File: src/rtl/cordic_pkg.sv
// cordic_pkg: shared definitions for the CORDIC angle front/back adapter.
//   W        : data width of the Q6.10 two's complement format
//   M, N     : integer / fractional bit split of that format
//   PI       : pi in Q6.10
//   HALF_PI  : pi/2 in Q6.10
//   K        : CORDIC gain compensation (0.60725 * 1024) used as x0
//   cordic_res_t : one {cos, sin} result as held in the result FIFO
package cordic_pkg;

    localparam int W = 16;
    localparam int M = 6;
    localparam int N = 10;

    localparam logic signed [W-1:0] PI      = 16'sd3217;
    localparam logic signed [W-1:0] HALF_PI = 16'sd1608;
    localparam logic signed [W-1:0] K       = 16'sd622;

    typedef struct packed {
        logic signed [W-1:0] cos;
        logic signed [W-1:0] sin;
    } cordic_res_t;

endpackage

File: src/rtl/cordic_result_fifo.sv
// cordic_result_fifo: first-word fall-through FIFO for CORDIC results.
// The head entry is presented on pop_data whenever empty = 0, and reads as
// zero while the FIFO is empty. Overflow is prevented by the caller.
//   clk, rst   : clock, asynchronous active-high reset
//   push       : write push_data at the tail
//   push_data  : entry to write
//   pop        : drop the head entry (ignored when empty)
//   pop_data   : current head entry
//   full/empty : occupancy flags
module cordic_result_fifo
    import cordic_pkg::*;
#(
    parameter int DW    = 32,
    parameter int DEPTH = 4
) (
    input  logic          clk,
    input  logic          rst,
    input  logic          push,
    input  logic [DW-1:0] push_data,
    input  logic          pop,
    output logic [DW-1:0] pop_data,
    output logic          full,
    output logic          empty
);

    localparam int AW = (DEPTH > 1) ? $clog2(DEPTH) : 1;

    logic [DW-1:0] mem_q [DEPTH];
    logic [AW-1:0] wr_ptr_q, wr_ptr_d;
    logic [AW-1:0] rd_ptr_q, rd_ptr_d;
    logic [AW:0]   count_q, count_d;
    logic          do_push;
    logic          do_pop;

    assign full     = (count_q == (AW+1)'(DEPTH));
    assign empty    = (count_q == '0);
    assign do_push  = push & ~full;
    assign do_pop   = pop & ~empty;
    assign pop_data = empty ? '0 : mem_q[rd_ptr_q];

    // Pointers wrap naturally because DEPTH is a power of two.
    always_comb begin
        wr_ptr_d = do_push ? wr_ptr_q + 1'b1 : wr_ptr_q;
        rd_ptr_d = do_pop  ? rd_ptr_q + 1'b1 : rd_ptr_q;
        count_d  = count_q + {{AW{1'b0}}, do_push} - {{AW{1'b0}}, do_pop};
    end

    always_ff @(posedge clk or posedge rst) begin
        if (rst) begin
            wr_ptr_q <= '0;
            rd_ptr_q <= '0;
            count_q  <= '0;
        end else begin
            wr_ptr_q <= wr_ptr_d;
            rd_ptr_q <= rd_ptr_d;
            count_q  <= count_d;
        end
    end

    // Storage is data only; validity is carried by count_q.
    always_ff @(posedge clk) begin
        if (do_push) begin
            mem_q[wr_ptr_q] <= push_data;
        end
    end

endmodule

File: src/rtl/cordic_angle_front.sv
// cordic_angle_front: front/back adapter around an 11-stage Q6.10 CORDIC
// rotation pipeline. Accepted angles are range-reduced to [-pi/2, pi/2] and
// launched as (x0, y0, z0) = (K, 0, z). A tag line follows each sample through
// the pipeline; on exit the pipeline x/y are sign-corrected into cos/sin and
// buffered in a FWFT FIFO. A credit counter throttles acceptance so the
// FIFO, which cannot backpressure the pipeline, never overflows.
//   in_valid/in_ready/in_angle : angle input handshake (Q6.10 radians)
//   x0, y0, z0                 : launch values to the pipeline
//   pipe_x, pipe_y             : pipeline out_x / out_y
//   out_valid/out_ready        : result handshake, pop on valid & ready
//   out_cos, out_sin           : FIFO head, Q6.10
//   err                        : sticky out-of-range flag
// Build option: define CORDIC_RANGE_CHECK_EN to clamp accepted angles to
// [-PI, PI] and expose the err port.
module cordic_angle_front #(
    parameter int W          = 16,
    parameter int PIPE_LAT   = 11,
    parameter int FIFO_DEPTH = 4
) (
    input  logic         clk,
    input  logic         rst,
    input  logic         in_valid,
    output logic         in_ready,
    input  logic [W-1:0] in_angle,
    output logic [W-1:0] x0,
    output logic [W-1:0] y0,
    output logic [W-1:0] z0,
    input  logic [W-1:0] pipe_x,
    input  logic [W-1:0] pipe_y,
    output logic         out_valid,
    input  logic         out_ready,
    output logic [W-1:0] out_cos,
    output logic [W-1:0] out_sin
`ifdef CORDIC_RANGE_CHECK_EN
    ,
    output logic         err
`endif
);

    import cordic_pkg::*;

    localparam logic signed [W-1:0] PI_W           = PI;
    localparam logic signed [W-1:0] NEG_PI_W       = -PI;
    localparam logic signed [W-1:0] HALF_PI_W      = HALF_PI;
    localparam logic signed [W-1:0] NEG_HALF_PI_W  = -HALF_PI;
    localparam logic [W-1:0]        K_W            = K;
    localparam int                  CW             = $clog2(FIFO_DEPTH + 1);

    logic                accept;
    logic                pop;
    logic signed [W-1:0] ang_c;
    logic signed [W:0]   z_wide;
    logic                flip;

    logic [W-1:0]        x0_q, x0_d;
    logic [W-1:0]        y0_q, y0_d;
    logic [W-1:0]        z0_q, z0_d;
    logic [PIPE_LAT:0]   tag_v_q, tag_v_d;
    logic [PIPE_LAT:0]   tag_f_q, tag_f_d;
    logic                res_vld_q, res_vld_d;
    cordic_res_t         res_q, res_d;
    logic [CW-1:0]       credits_q, credits_d;

    logic                fifo_full;
    logic                fifo_empty;
    cordic_res_t         fifo_head;

`ifdef CORDIC_RANGE_CHECK_EN
    logic                err_q, err_d;
    assign err = err_q;
`endif

    assign in_ready = (credits_q != '0);
    assign accept   = in_valid & in_ready;
    assign pop      = out_valid & out_ready;

    // ---- input: range reduction into the CORDIC convergence range ----
    always_comb begin
        ang_c = $signed(in_angle);
`ifdef CORDIC_RANGE_CHECK_EN
        err_d = err_q;
        if (ang_c > PI_W) begin
            ang_c = PI_W;
            err_d = err_q | accept;
        end else if (ang_c < NEG_PI_W) begin
            ang_c = NEG_PI_W;
            err_d = err_q | accept;
        end
`endif
        // One extra bit so +/-PI shifts cannot overflow before truncation.
        z_wide = (W+1)'(ang_c);
        flip   = 1'b0;
        if (ang_c > HALF_PI_W) begin
            z_wide = (W+1)'(ang_c) - (W+1)'(PI_W);
            flip   = 1'b1;
        end else if (ang_c < NEG_HALF_PI_W) begin
            z_wide = (W+1)'(ang_c) + (W+1)'(PI_W);
            flip   = 1'b1;
        end
    end

    // ---- front register and tag line ----
    always_comb begin
        x0_d    = accept ? K_W : x0_q;
        y0_d    = accept ? '0 : y0_q;
        z0_d    = accept ? z_wide[W-1:0] : z0_q;
        tag_v_d = {tag_v_q[PIPE_LAT-1:0], accept};
        tag_f_d = {tag_f_q[PIPE_LAT-1:0], flip};
    end

    // ---- result stage: undo the pi shift by negating both components ----
    always_comb begin
        res_vld_d   = tag_v_q[PIPE_LAT];
        res_d.cos   = tag_f_q[PIPE_LAT] ? -$signed(pipe_x) : $signed(pipe_x);
        res_d.sin   = tag_f_q[PIPE_LAT] ? -$signed(pipe_y) : $signed(pipe_y);
    end

    // Credits count free FIFO slots minus samples already in flight.
    always_comb begin
        credits_d = credits_q;
        if (accept && !pop) begin
            credits_d = credits_q - 1'b1;
        end else if (pop && !accept) begin
            credits_d = credits_q + 1'b1;
        end
    end

    always_ff @(posedge clk or posedge rst) begin
        if (rst) begin
            x0_q      <= '0;
            y0_q      <= '0;
            z0_q      <= '0;
            tag_v_q   <= '0;
            tag_f_q   <= '0;
            res_vld_q <= 1'b0;
            credits_q <= CW'(FIFO_DEPTH);
`ifdef CORDIC_RANGE_CHECK_EN
            err_q     <= 1'b0;
`endif
        end else begin
            x0_q      <= x0_d;
            y0_q      <= y0_d;
            z0_q      <= z0_d;
            tag_v_q   <= tag_v_d;
            tag_f_q   <= tag_f_d;
            res_vld_q <= res_vld_d;
            credits_q <= credits_d;
`ifdef CORDIC_RANGE_CHECK_EN
            err_q     <= err_d;
`endif
        end
    end

    always_ff @(posedge clk) begin
        res_q <= res_d;
    end

    assign x0 = x0_q;
    assign y0 = y0_q;
    assign z0 = z0_q;

    // ---- output: FWFT result buffer ----
    cordic_result_fifo #(
        .DW    ($bits(cordic_res_t)),
        .DEPTH (FIFO_DEPTH)
    ) u_fifo (
        .clk       (clk),
        .rst       (rst),
        .push      (res_vld_q & ~fifo_full),
        .push_data (res_q),
        .pop       (pop),
        .pop_data  (fifo_head),
        .full      (fifo_full),
        .empty     (fifo_empty)
    );

    assign out_valid = ~fifo_empty;
    assign out_cos   = fifo_head.cos;
    assign out_sin   = fifo_head.sin;

endmodule

File: config.mk
export PLATFORM = sky130hd
export DESIGN_NAME = cordic_angle_front
export DESIGN_NICKNAME = d
export VERILOG_FILES = /design/src/rtl/cordic_pkg.sv /design/src/rtl/cordic_result_fifo.sv /design/src/rtl/cordic_angle_front.sv
export SDC_FILE = /design/constraint.sdc
export NUM_CORES = 1
export LEC_CHECK = 0
export ABC_AREA = 0
export CORE_UTILIZATION = 54
export CTS_BUF_LIST = sky130_fd_sc_hd__clkbuf_16
export DETAILED_ROUTE_END_ITERATION = 7
export PLACE_DENSITY = 0.77
export SLEW_MARGIN = 30
export SYNTH_ARGS = -nofsm -noshare
export SYNTH_HDL_FRONTEND = slang
export SYNTH_HIERARCHICAL = 1
export SYNTH_SLANG_ARGS = --single-unit
File: constraint.sdc
create_clock -name clk -period 3 [get_ports clk]
set_input_delay 0.6 -clock clk [delete_from_list [all_inputs] [get_ports clk]]
set_output_delay 0.6 -clock clk [all_outputs]
set_load 0.02 [all_outputs]
# After elaboration in Yosys (flattened, before gate mapping)

Memories as Yosys holds them, arrays and structs flattened.
Index checks and enable logic that the tools add are counted.
Widths: inputs -> output; s select.

Bits in registers: 84
Bits in writable memories: 128
Output and inout bits: 82
Logic and storage cells: 50
Memories: 1

Memories:

| name         | depth | width | rd ports | clocked after Yosys merged registers in | write ports | line                     | RTL |
|---|---|---|---|---|---|---|---|
| u_fifo.mem_q | 4     | 32    | 1        | 0                                       | 1           | cordic_result_fifo.sv:28 | `logic [DW-1:0] mem_q [DEPTH];` |

Add/subtract/negate cells: 10
$lt $le $gt $ge: 2
Equal/unequal tests: 1
Mux-type cells: 11
Bitwise operators: 7
Reductions and logical operators: 7

Operators with widths:

| operator               | count |
|---|---|
| $mux 16                | 4 |
| $mux 32                | 1 |
| $neg 16->16            | 2 |
| $add 16x13->16 const B | 1 |
| $gt 16x12->1 const B   | 1 |
| $lt 16x12->1 const B   | 1 |
| $sub 16x13->16 const B | 1 |
| $mux 3                 | 2 |
| $and 1x1->1            | 5 |
| $add 2x1->2 const B    | 2 |
| $mux 1                 | 4 |
| $add 3x1->3            | 1 |
| $add 3x1->3 const B    | 1 |
| $eq 3x3->1 const B     | 1 |
| $logic_not 3->1        | 1 |
| $reduce_bool 3->1      | 1 |
| $sub 3x1->3            | 1 |
| $sub 3x1->3 const B    | 1 |
| $logic_and 1x1->1      | 2 |
| $logic_not 1->1        | 2 |
| $not 1->1              | 2 |
| $reduce_bool 2->1      | 1 |

# Depth between registers and ports, before layout

Gate-level depths: netlist (run 1).

Depth after elaboration: 6
Mapped depth: 12
Depth with buffers taken out: 11

# Hierarchy

The synthesis (run 1) kept the hierarchy.

Modules (own cells, without submodules):

| module             | instances | cells an instance | area an instance (um^2) | seq. area each (um^2) |
|---|---|---|---|---|
| cordic_result_fifo | 1         | 240               | 5253.8                  | 4018.9 |
| cordic_angle_front | 1         | 360               | 3732.3                  | 1767.9 |

# Worst setup path before layout (run 1)

OpenSTA, ideal clock, no wires.

Kind: reg-to-reg
Start point: register u_fifo.count_q[1]
End point: register u_fifo.count_q[2]
Setup time: 0.123 ns
Data arrival time: 2.621 ns
Slack: 0.257 ns
Stages on the path, launching flop included: 13
Buffers on the path: 1
Cells stage by stage: dfrtp_1 -> nor3_2 -> clkbuf_1 -> inv_1 -> nand2_1 -> inv_1 -> nor2b_1 -> ha_1 -> inv_1 -> ha_1 -> fa_1 -> xnor2_1 -> xnor2_1

Elaborated cells between the ends (all ways): 10
Classes of those cells: add/sub (2); eq/ne (1); bitwise (6); reduce/logical (1)

RTL lines:

| item                     | line                      | RTL |
|---|---|---|
| start: declaration       | cordic_result_fifo.sv:31  | `logic [AW:0] count_q, count_d;` |
| start signal: assignment | cordic_result_fifo.sv:56  | `count_q <= count_d;` |
| $logic_not 3->1          | cordic_result_fifo.sv:36  | `assign empty = (count_q == '0);` |
| via fifo_empty           | cordic_angle_front.sv:65  | `logic fifo_empty;` |
| $not 1->1                | cordic_angle_front.sv:177 | `assign out_valid = ~fifo_empty;` |
| via out_valid            | cordic_angle_front.sv:30  | `output logic out_valid,` |
| $and 1x1->1              | cordic_angle_front.sv:75  | `assign pop = out_valid & out_ready;` |
| via pop                  | cordic_angle_front.sv:50  | `logic pop;` |
| $and 1x1->1              | cordic_result_fifo.sv:38  | `assign do_pop = pop & ~empty;` |
| via u_fifo.do_pop        | cordic_result_fifo.sv:33  | `logic do_pop;` |
| $sub 3x1->3              | cordic_result_fifo.sv:45  | `count_d = count_q + {{AW{1'b0}}, do_push} - {{AW{1'b0}}, do_pop};` |
| via u_fifo.count_d[2]    | cordic_result_fifo.sv:31  |  |

The timed path passes the listed nets, and every way through them passes these cells.
A chain may end at the register's enable or synchronous reset.

# Worst setup path in the final report (run 1)

Start point: register u_fifo.rd_ptr_q[0]
End point: output out_cos[5]

Cells in the longest elaborated chain, start to end: 2

RTL lines:

| item                     | line                     | RTL |
|---|---|---|
| start: declaration       | cordic_result_fifo.sv:30 | `logic [AW-1:0] rd_ptr_q, rd_ptr_d;` |
| start signal: assignment | cordic_result_fifo.sv:55 | `rd_ptr_q <= rd_ptr_d;` |
| $mem_v2 4x32             | n/a                      |  |
| $mux 32                  | cordic_result_fifo.sv:39 | `assign pop_data = empty ? '0 : mem_q[rd_ptr_q];` |
| end: declaration         | cordic_angle_front.sv:32 | `output logic [W-1:0] out_cos,` |

Every way passes these cells.

==> results.md, run 1 <==
* Final wirelength at 16,500 µm
* Worst min path class: primary input to async pin
* Chip height at 131 µm
* Reg-to-reg endpoint: u_fifo/count_q[2]$_DFF_PP0_
* Global routing usage summed across all routing layers at 20.0%
* Top cells by area, synth: sky130_fd_sc_hd__edfxtp_1 (43%), sky130_fd_sc_hd__dfrtp_1 (14%), sky130_fd_sc_hd__mux4_2 (8.0%)
* Cell with the most instances after synthesis: sky130_fd_sc_hd__edfxtp_1
* Required time at the worst-slack endpoint at 2.40 ns
* Half-perimeter wire length after detailed placement at 11,300 µm
* Total Nets Final at 784
* Area of the core region at 16,100 µm²
* Via density at 5.33
* Via count at 5,064
* Number of input and output port buffers inserted at 107
* Initial detailed-routing violation count at 273
* Fraction of layout cells with a size suffix above 1 at 15.1%
* Depth of the CTS H-tree at 1
* Starting utilization of the core area at 56.0%
* Max Clk Rate at 342 MHz
* Slew @ Worst Pin at 0.896 ns
* Global-route wire length before repair at 26,000 µm
* End point of the critical path: out_cos[5]
* List of cells traversed by the critical path: buf_12, mux4_2, nor2b_1, clkdlybuf4s50_1
* Hold buffer count at CTS at 0
* Synth async-reset ratio at 24.5%
* Total power at 10,000 µW
* Number of fillers in the final layout at 1,068
* Run status: finished, final reports clean
* EDFF count, synth at 128
* Most instantiated cells after synthesis: sky130_fd_sc_hd__edfxtp_1 (128), sky130_fd_sc_hd__dfrtp_1 (51), sky130_fd_sc_hd__xnor2_1 (46), sky130_fd_sc_hd__nand2_1 (43), sky130_fd_sc_hd__nor2b_1 (35)
* Routability congestion estimate at 0.924
* CP Max Fanout at 21
* Placed Cells at 912
* CP Data Arrival Time at 2.33 ns
* Width of the die at 131 µm
* Fraction of synthesized cell area taken by the top area cell type at 42.8%
* Cell taking the most area after synthesis: sky130_fd_sc_hd__edfxtp_1
* Placed instance area at 10,300 µm²
* Sequential-to-total area share from yosys stat at 64.4%
* Post-place setup slack at 0.218 ns
* Power density over the cells at 916 nW/µm²
* Worst vdd ir at 0.000443 V
* Hold Vio Cnt, Final at 0
* Non-filler instance count after layout at 950
* Source of the critical timing path: u_fifo/rd_ptr_q[0]$_DFFE_PP0P_
* Average wire length per cell after detail routing at 17.3 µm
* Distinct cell type count of the synthesized netlist at 64
* I/O pins at 134
* Maximum number of pins on one net before global-route repair at 44
* Critical R2R Launch: u_fifo/count_q[2]$_DFF_PP0_
* Period Utilization, post-route at 97.6%
* Rel. slew slack at 40.3%
* Dominant synthesized flop cell: sky130_fd_sc_hd__edfxtp_1
* CP peak stage delay at 0.57 ns
* Drt pass-1 iters at 5
* Final number of max-transition violations at 0
* Critical-path cell with the highest stage delay: sky130_fd_sc_hd__clkdlybuf4s50_1
* Total number of yosys warnings at 6
* Max-cap violations at 0
* Critical Path Source Type: flop
* Static leakage at 0.00420 µW
* TritonCTS Buffers at 21
* Post-route standard cell area excluding fillers at 10,900 µm²
* Critical setup path kind: flop to primary output
* Buffer cell driving the clock tree root: sky130_fd_sc_hd__clkbuf_16
* Final ANT Viol Nets at 0
* Setup ws final at 0.0725 ns
* Number of core rows at 46
* Clock network latency to the later pin of the worst-skew pair at 0.49 ns
* Clock skew at 0.0194 ns
* Unrepaired setup endpoints after global routing: true
* Number of synthesized register bits at 212
* Number of DRC violations after detailed routing at 0
* Number of antenna violations at the first check in global routing at 0
* Full die area at 17,200 µm²
* Number of cell instances on the worst register-to-register path at 10
* Final global-route overflow total at 0
* Count of clock tree sinks at 212
* Shortest period the worst path allows at 2.93 ns
* Instance count of the mapped netlist at 600
* Area growth from synthesis to final layout at 21.8%
* Clock-pin slew on the worst setup and hold paths at 0.06 ns
* Mean instance size in the synthesized netlist at 15.0 µm²
* Inserted Diodes at 0
* Count of buffers added by post-CTS timing repair for setup at 0
* TritonCTS clock tree: yes
* Flop-to-flop setup slack at 0.45 ns
* Element type at the critical path end: primary output
* Area of the mapped netlist at 8990 µm²
* Maximum clock path buffer count at 3
* Number of endpoints failing setup at the final stage at 0
* Number of global-route vias before repair at 5,138
[per-stage QoR]
step	util, %	hold WS (ns)	setup TNS [ns]
after CTS	67.8	0.309	0
after global routing	68.1	0.324	-0.00830
after floorplan	-	0.331	0
after global placement	63.9	0.335	0
final	68.1	0.320	0
after detailed placement	63.9	0.335	0
[timing repair]
item	4_1_cts	5_1_grt
gates resized for setup	1	20
setup endpoints to repair	12	21
hold endpoints to repair	0	0
[layout make-up]
class                      instances  area (µm²)  area share [%]
tap                              216         270            2.47
clock inverter                    16        75.1           0.686
sequential                       212        5790            52.9
clock buffer                      22         551            5.03
inverter                          26        97.6           0.892
multi-input combinational        328        2790            25.5
timing repair buffer             130        1370            12.5
[cell usage in the layout, fill, tap and decap left out, types with 3 or more instances in the layout]
cell and count:
sky130_fd_sc_hd__nand2b_1 5, sky130_fd_sc_hd__dfxtp_1 32, sky130_fd_sc_hd__buf_12 6, sky130_fd_sc_hd__o211ai_1 3, sky130_fd_sc_hd__or3_1 3, sky130_fd_sc_hd__xor2_1 4, sky130_fd_sc_hd__or3_4 3, sky130_fd_sc_hd__o21ai_1 14
sky130_fd_sc_hd__dfrtp_1 50, sky130_fd_sc_hd__xnor2_1 46, sky130_fd_sc_hd__o22ai_2 3, sky130_fd_sc_hd__edfxtp_1 128, sky130_fd_sc_hd__clkbuf_16 22, sky130_fd_sc_hd__nand2_1 43, sky130_fd_sc_hd__buf_4 16, sky130_fd_sc_hd__nor2_1 9
sky130_fd_sc_hd__clkdlybuf4s50_1 87, sky130_fd_sc_hd__o32ai_2 5, sky130_fd_sc_hd__inv_1 29, sky130_fd_sc_hd__and3_1 3, sky130_fd_sc_hd__or4_1 3, sky130_fd_sc_hd__nor2b_1 35, sky130_fd_sc_hd__dlymetal6s2s_1 20, sky130_fd_sc_hd__clkinv_1 8
sky130_fd_sc_hd__o31ai_1 9, sky130_fd_sc_hd__and2_1 5, sky130_fd_sc_hd__conb_1 26, sky130_fd_sc_hd__o221ai_1 3, sky130_fd_sc_hd__ha_1 11, sky130_fd_sc_hd__mux4_2 32, sky130_fd_sc_hd__nand3_1 5, sky130_fd_sc_hd__o21ai_0 16
[layer usage]
layer | up-vias | wire [µm] | global-route usage [%] | share of wire [%]
li1 | 2372 | - | - | -
met1 | 2517 | 6950 | 26.8 | 42
met2 | 147 | 8400 | 34.6 | 51
met3 | 28 | 825 | 2.32 | 5.0
met4 | 0 | 300 | 5.88 | 1.8
met5 | - | 0 | 0 | 0
[kinds of logic after synthesis]
group	synth area share (%)
compound gates	6.52
xor+xnor	4.87
fa+ha+maj	1.98
buf+inv	5.68
flops	64.4
mux	8.38
other cells	0.0417
simple gates	8.13
[worst min path at each step]
stage,startpoint,endpoint,slack (ns),cells past startpoint
CTS,rst,tag_f_q[11]$_DFF_PP0_,0.31,2
global placement,tag_v_q[2]$_DFF_PP0_,tag_v_q[3]$_DFF_PP0_,0.33,0
global route,rst,tag_f_q[10]$_DFF_PP0_,0.32,2
floorplan,tag_v_q[11]$_DFF_PP0_,res_vld_q$_DFF_PP0_,0.33,0
finish,rst,tag_f_q[11]$_DFF_PP0_,0.32,2
detailed placement,tag_f_q[8]$_DFF_PP0_,tag_f_q[9]$_DFF_PP0_,0.33,0
[critical path: cells and delay by family, from the launching register on]
kind                   cells  cell delay (ns)
buffers and inverters      2             0.78
muxes                      1             0.52
and+or+nand+nor            1             0.15
DFF                        1             0.40
[state kept, by name, indices dropped and copies added, names as in the netlist]
name and cells:
u_fifo/count_q 3, res_q 32, z0 16, res_vld_q 1, credits_q 3, u_fifo/wr_ptr_q 2
u_fifo/mem_q 128, u_fifo/rd_ptr_q 2, tag_v_q 12, tag_f_q 12, x0 1
[report_power, final]
part | total (µW) | switching, µW | internal [µW]
Clock | 2340 | 1010 | 1330
Combinational | 3610 | 1870 | 1740
Sequential | 4070 | 263 | 3800
No activity file was read; power rests on OpenSTA's default activity.
==> inputs of run 2 (changes only) <==
- CORE_UTILIZATION: 54 -> 55
- DONT_BUFFER_PORTS: not set -> 1
- PLACE_DENSITY: 0.77 -> 0.7
- clock period: 3 -> 2.6 ns (I/O delays scaled with it)
==> run 2 against run 1 <==
  * Via count fell by 6.3%
  * Design area fell by 7.8%
  * Setup slack got worse by 0.0040 ns
  * Critical path depth did not move
  * Global-route usage fell by 0.63 points
  * Sequential share of layout area rose by 4.5 points
  * Combinational power barely moved
  * Hold slack got worse by 0.27 ns
  * Die area fell by 1.8%
  * Critical path type unchanged
  * Power rose by 14%
  * Final cell count fell by 7.7%
  * Critical endpoint is now out_cos[13]
  * First-iteration DRC count rose by 11%
==> results.md, run 2 (synthesis results as in run 1) <==
* TritonCTS clock tree: yes (unchanged)
* Inserted Diodes at 0 (unchanged)
* Full die area at 16,900 µm² (was 17,200 µm²)
* List of cells traversed by the critical path: buf_4, mux4_2, nor2b_1, buf_4 (was buf_12, mux4_2, nor2b_1, clkdlybuf4s50_1)
* Area growth from synthesis to final layout at 12.2% (was 21.8%)
* Count of instances resized after the clock tree is built at 0 (was 1)
* Final global-route overflow total at 0 (unchanged)
* Initial detailed-routing violation count at 303 (was 273)
* Run status: finished, final reports clean (unchanged)
* Final number of max-transition violations at 0 (unchanged)
* Hold Vio Cnt, Final at 0 (unchanged)
* Clock network latency to the later pin of the worst-skew pair at 0.49 ns (about the same)
* Number of core rows at 46 (unchanged)
* Commonest cells after routing, fill and taps aside: sky130_fd_sc_hd__edfxtp_1 (128), sky130_fd_sc_hd__buf_4 (53), sky130_fd_sc_hd__dfrtp_1 (50), sky130_fd_sc_hd__xnor2_1 (46), sky130_fd_sc_hd__nand2_1 (43) (was sky130_fd_sc_hd__edfxtp_1 (128), sky130_fd_sc_hd__clkdlybuf4s50_1 (87), sky130_fd_sc_hd__dfrtp_1 (50), sky130_fd_sc_hd__xnor2_1 (46), sky130_fd_sc_hd__nand2_1 (43))
* Final wirelength at 15,900 µm (was 16,500 µm)
* Via count at 4,747 (was 5,064)
* Width of the die at 130 µm (was 131 µm)
* Number of DRC violations after detailed routing at 0 (unchanged)
* Drt pass-1 iters at 4 (was 5)
* Half-perimeter wire length after detailed placement at 10,600 µm (was 11,300 µm)
* Buffer cell driving the clock tree root: sky130_fd_sc_hd__clkbuf_16 (unchanged)
* Register with the highest flop count: u_fifo/mem_q (unchanged)
* Global routing usage summed across all routing layers at 19.4% (was 20.0%)
* I/O pins at 134 (unchanged)
* Post-place setup slack at 0.295 ns (was 0.218 ns)
* Total Nets Final at 711 (was 784)
* Slew @ Worst Pin at 0.848 ns (was 0.896 ns)
* Final ANT Viol Nets at 0 (unchanged)
* Maximum clock path buffer count at 3 (unchanged)
* Critical Path Source Type: flop (unchanged)
* Element type at the critical path end: primary output (unchanged)
* Power density over the cells at 1130 nW/µm² (was 916 nW/µm²)
* Flip-flop count of the largest register, all copies and words added at 128 (unchanged)
* Global-route wire length before repair at 24,700 µm (was 26,000 µm)
* Area of the core region at 15,900 µm² (was 16,100 µm²)
* Depth of the CTS H-tree at 1 (unchanged)
* Worst vdd ir at 0.000548 V (was 0.000443 V)
* Max-cap violations at 0 (unchanged)
* Rel. slew slack at 43.4% (was 40.3%)
* CP peak stage delay at 0.50 ns (was 0.57 ns)
* Required time at the worst-slack endpoint at 2.08 ns (was 2.40 ns)
* Share of the core filled with cells at 63.3% (was 68.1%)
* Critical setup path kind: flop to primary output (unchanged)
* Clock skew at 0.0129 ns (was 0.0194 ns)
* Setup ws final at 0.0686 ns (was 0.0725 ns)
* Clock-pin slew on the worst setup and hold paths at 0.07 ns (was 0.06 ns)
* Average wire length per cell after detail routing at 18.1 µm (was 17.3 µm)
* Commonest non-fill, non-tap cell in the layout: sky130_fd_sc_hd__edfxtp_1 (unchanged)
* Placed Cells at 835 (was 912)
* Number of antenna violations at the first check in global routing at 0 (unchanged)
* Maximum number of pins on one net before global-route repair at 34 (was 44)
* Most used cell, CP: sky130_fd_sc_hd__buf_4
* Number of fillers in the final layout at 1,200 (was 1,068)
* Period Utilization, post-route at 97.4%
* Chip height at 130 µm (was 131 µm)
* Critical-path cell with the highest stage delay: sky130_fd_sc_hd__mux4_2 (was sky130_fd_sc_hd__clkdlybuf4s50_1)
* Fraction of layout cells with a size suffix above 1 at 22.7% (was 15.1%)
* Number of endpoints failing setup at the final stage at 0 (unchanged)
* Routability congestion estimate at 0.861 (was 0.924)
* Count of clock tree sinks at 212 (unchanged)
* Flop-to-flop setup slack at 0.29 ns (was 0.45 ns)
* CP Max Fanout at 7 (was 21)
* CP Data Arrival Time at 2.01 ns (was 2.33 ns)
* Unrepaired setup endpoints after global routing: true (unchanged)
* Via density at 5.41 (was 5.33)
* TritonCTS Buffers at 21 (unchanged)
* Non-filler instance count after layout at 877 (was 950)
* Number of input and output port buffers inserted at 0 (was 107)
* Worst min path class: primary input to flop (was primary input to async pin)
* Max Clk Rate at 395 MHz
* Starting utilization of the core area at 56.4% (was 56.0%)
* Number of global-route vias before repair at 4,827 (was 5,138)
* Static leakage at 0.00376 µW (was 0.00420 µW)
* Shortest period the worst path allows at 2.53 ns
run 2: routing by layer:
layer | up-vias | global-route usage, % | share of wire, %
li1 | 2212 | - | -
met1 | 2379 | 25.0 | 42
met2 | 130 | 33.1 | 51
met3 | 26 | 3.65 | 5.1
met4 | 0 | 6.43 | 1.6
met5 | - | 0 | 0
run 2: path summary, 6_finish.rpt:
path	from	end	cells past startpoint
setup / recovery	u_fifo/rd_ptr_q[0]$_DFFE_PP0P_	out_cos[13]	4
setup reg to reg	u_fifo/count_q[0]$_DFF_PP0_	u_fifo/count_q[2]$_DFF_PP0_	11
max in group asynchronous	rst	z0[3]$_DFFE_PP0P_	3
min in group asynchronous	rst	u_fifo/count_q[0]$_DFF_PP0_	2
hold reg to reg	tag_v_q[7]$_DFF_PP0_	tag_v_q[8]$_DFF_PP0_	0
hold / removal	pipe_x[0]	res_q[16]$_DFF_P_	0
run 2: layout make-up:
cell class	count	area [µm²]	area share, %
Clock inverter	16	131	1.30
Tap cell	216	270	2.68
Sequential cell	212	5790	57.4
Multi-Input combinational cell	328	2790	27.7
Clock buffer	22	551	5.46
Inverter	26	97.6	0.968
Timing Repair Buffer	57	458	4.54
run 2: power breakdown:
group | internal (µW) | total (µW) | leakage (µW) | switching [µW]
Combinational | 1670 | 3610 | 0.00137 | 1930
Sequential | 4390 | 4830 | 0.00204 | 444
Clock | 1740 | 2940 | 0.000351 | 1200
Total | 7800 | 11400 | 0.00376 | 3580
run 2: critical path: cells and delay by family (launching register included):
kind | cells | cell delay, ns
flops | 1 | 0.45
simple gates | 1 | 0.16
buf+inv | 2 | 0.41
mux | 1 | 0.50
run 2: stage by stage:
stage / instance area (µm²) / hold slack, ns / power (µW) / TNS (ns)
after floorplan: 9090 / 0.323 / 7300 / 0
after global placement: 9370 / 0.331 / 8410 / 0
after detailed placement: 9370 / 0.335 / 8550 / 0
after CTS: 10100 / 0.00993 / 11500 / 0
after global routing: 10100 / 0.0290 / 12000 / -0.0288
final: 10100 / 0.0518 / 11400 / 0
run 2: timing repair:
action | in CTS | in global routing
endpoints found under the setup margin | 26 | 5
setup buffers | 2 | 0
hold buffers | 1 | 1
hold endpoints to repair | 7 | 25
==> inputs of run 3 (changes only) <==
- PLACE_DENSITY: 0.7 -> 0.67
- clock period: 2.6 -> 3.1 ns (I/O delays scaled with it)
==> run 3 against run 2 <==
  * Combinational power down 33%
  * Clock power is 18% lower
  * Via count is 3.2% lower
  * Final cell count is 5.2% lower
  * Critical path type unchanged
  * Die area unchanged
  * Register-to-register slack better by 0.33 ns
  * Non-clock buffer count shrank 45
  * First-iteration DRC count down 24%
==> results.md, run 3 (synthesis results as in run 1) <==
* Run status: finished, final reports clean (unchanged)
* TritonCTS Buffers at 21 (unchanged)
* Unrepaired setup endpoints after global routing: false (was true)
* Setup TNS at 0 ns (unchanged)
* CP peak stage delay at 0.73 ns (was 0.50 ns)
* Static leakage at 0.00352 µW (was 0.00376 µW)
* Via count at 4,595 (was 4,747)
* Count of buffers added by post-CTS timing repair for setup at 0 (was 2)
* Shortest period the worst path allows at 2.86 ns
* Area of the core region at 15,900 µm² (unchanged)
* Period Utilization, post-route at 92.2%
* Buffer cell driving the clock tree root: sky130_fd_sc_hd__clkbuf_16 (unchanged)
* Critical R2R Launch: u_fifo/count_q[2]$_DFF_PP0_ (was u_fifo/count_q[0]$_DFF_PP0_)
* Chip height at 130 µm (unchanged)
* Final number of max-transition violations at 0 (unchanged)
* Total Nets Final at 666 (was 711)
* Full die area at 16,900 µm² (unchanged)
* Worst vdd ir at 0.000398 V (was 0.000548 V)
* Number of endpoints failing setup at the final stage at 0 (unchanged)
* Launch instance of the worst min-delay path: pipe_y[0] (was pipe_x[0])
* Width of the die at 130 µm (unchanged)
* Clock skew at 0.0193 ns (was 0.0129 ns)
* Routability congestion estimate at 0.820 (was 0.861)
* Global Route met3 Usage at 5.21% (was 3.65%)
* Element type at the critical path end: primary output (unchanged)
* CP Buf/Inv Count at 1 (was 2)
* Met2 track demand over resource at 33.8% (was 33.1%)
* Depth of the CTS H-tree at 1 (unchanged)
* Initial detailed-routing violation count at 231 (was 303)
* Drt pass-1 iters at 4 (unchanged)
* Total power at 8910 µW (was 11,400 µW)
* Average wire length per cell after detail routing at 18.8 µm (was 18.1 µm)
* I/O pins at 134 (unchanged)
* TritonCTS clock tree: yes (unchanged)
* Final global-route overflow total at 0 (unchanged)
* Number of global-route vias before repair at 4,771 (was 4,827)
* Commonest non-fill, non-tap cell in the layout: sky130_fd_sc_hd__edfxtp_1 (unchanged)
* Global-route wire length before repair at 24,900 µm (was 24,700 µm)
* Required time at the worst-slack endpoint at 2.48 ns (was 2.08 ns)
* Rel. slew slack at 43.7% (was 43.4%)
* Critical Path Source Type: flop (unchanged)
* Final wirelength at 15,600 µm (was 15,900 µm)
* CP Data Arrival Time at 2.24 ns (was 2.01 ns)
* Global routing usage summed across all routing layers at 19.6% (was 19.4%)
* Largest delay contributor family on the critical path: flip-flops (was multiplexers)
* Final ANT Viol Nets at 0 (unchanged)
* Critical-path cell with the highest stage delay: sky130_fd_sc_hd__dfrtp_2 (was sky130_fd_sc_hd__mux4_2)
* Max-cap violations at 0 (unchanged)
* Source of the critical timing path: u_fifo/rd_ptr_q[0]$_DFFE_PP0P_ (unchanged)
* Max Clk Rate at 350 MHz
* Slew @ Worst Pin at 0.844 ns (was 0.848 ns)
* List of cells traversed by the critical path: buf_12, mux4_2, nor2b_1 (was buf_4, mux4_2, nor2b_1, buf_4)
* Number of antenna violations at the first check in global routing at 0 (unchanged)
* Number of DRC violations after detailed routing at 0 (unchanged)
* Half-perimeter wire length after detailed placement at 10,100 µm (was 10,600 µm)
* Maximum clock path buffer count at 3 (unchanged)
* Critical setup path kind: flop to primary output (unchanged)
* CP Max Fanout at 16 (was 7)
* Count of clock tree sinks at 212 (unchanged)
* Met1 Use GR at 24.6% (was 25.0%)
* Register with the highest flop count: u_fifo/mem_q (unchanged)
* Routing layer with the top usage in global route: met2 (unchanged)
* Number of core rows at 46 (unchanged)
* Worst min path class: primary input to flop (unchanged)
* Via density at 5.53 (was 5.41)
* Power density over the cells at 918 nW/µm² (was 1130 nW/µm²)
* Clock network latency to the later pin of the worst-skew pair at 0.49 ns (about the same)
* Inserted Diodes at 0 (unchanged)
* Number of input and output port buffers inserted at 0 (unchanged)
* Fraction of layout cells with a size suffix above 1 at 16.9% (was 22.7%)
* Maximum number of pins on one net before global-route repair at 38 (was 34)
* Area growth from synthesis to final layout at 8.02% (was 12.2%)
* Flip-flop count of the largest register, all copies and words added at 128 (unchanged)
* Commonest cells after routing, fill and taps aside: sky130_fd_sc_hd__edfxtp_1 (128), sky130_fd_sc_hd__dfrtp_1 (48), sky130_fd_sc_hd__xnor2_1 (46), sky130_fd_sc_hd__nand2_1 (43), sky130_fd_sc_hd__nor2b_1 (35) (was sky130_fd_sc_hd__edfxtp_1 (128), sky130_fd_sc_hd__buf_4 (53), sky130_fd_sc_hd__dfrtp_1 (50), sky130_fd_sc_hd__xnor2_1 (46), sky130_fd_sc_hd__nand2_1 (43))
* Hold Vio Cnt, Final at 0 (unchanged)
* Starting utilization of the core area at 56.4% (unchanged)
* Clock-pin slew on the worst setup and hold paths at 0.06 ns (was 0.07 ns)
-- run 3: worst paths after layout --
kind	endpoint	slack, ns	depth (start not counted)
max in group asynchronous	credits_q[2]$_DFFE_PP1P_	1.80	3
setup reg to reg	u_fifo/count_q[2]$_DFF_PP0_	0.62	10
hold / removal	res_q[0]$_DFF_P_	0.15	0
setup / recovery	out_sin[1]	0.24	3
min in group asynchronous	tag_f_q[10]$_DFF_PP0_	0.55	2
hold reg to reg	res_vld_q$_DFF_PP0_	0.35	0
-- run 3: timing repair --
action	in CTS	in global routing
hold endpoints to repair	15	0
resized for setup	0	0
endpoints found under the setup margin	0	0
hold buffers	1	0
-- run 3: power by group --
part           switching [µW]  internal, µW  total [µW]
clock                     996          1400        2400
combinational            1470           948        2420
sequential                407          3680        4090
total                    2870          6030        8910
-- run 3: metal layers --
metal / up-vias / part of all wire (%)
li1: 2123 / -
met1: 2320 / 41
met2: 139 / 51
met3: 13 / 7.4
met4: 0 / 1.2
met5: - / 0
-- run 3: final cells by class --
| cell class | count | area (µm²) |
|---|---|---|
| flip-flops and latches | 212 | 5790 |
| well taps | 216 | 270 |
| inverters | 26 | 97.6 |
| repair buffers | 12 | 105 |
| clock inverters | 16 | 129 |
| multi-input cells | 328 | 2790 |
| fillers | 1209 | 6240 |
| clock buffers | 21 | 526 |
-- run 3: worst reg2reg max path, delay by kind of cell (launching register included) --
family,cells,cell delay [ns]
xor+xnor,2,0.32
fa+ha+maj,3,0.85
buf+inv,2,0.13
flops,1,0.42
simple gates,3,0.68
-- run 3: metrics by stage --
step	hold slack, ns	cell area [µm²]	instances	worst slack, ns	util (%)
floorplan	0.331	9080	625	0.357	-
global placement	0.331	9040	793	0.559	56.7
detailed placement	0.335	9040	793	0.550	56.7
CTS	0.132	9710	831	0.184	60.9
global route	0.125	9710	831	0.117	60.9
finish	0.151	9710	831	0.241	60.9
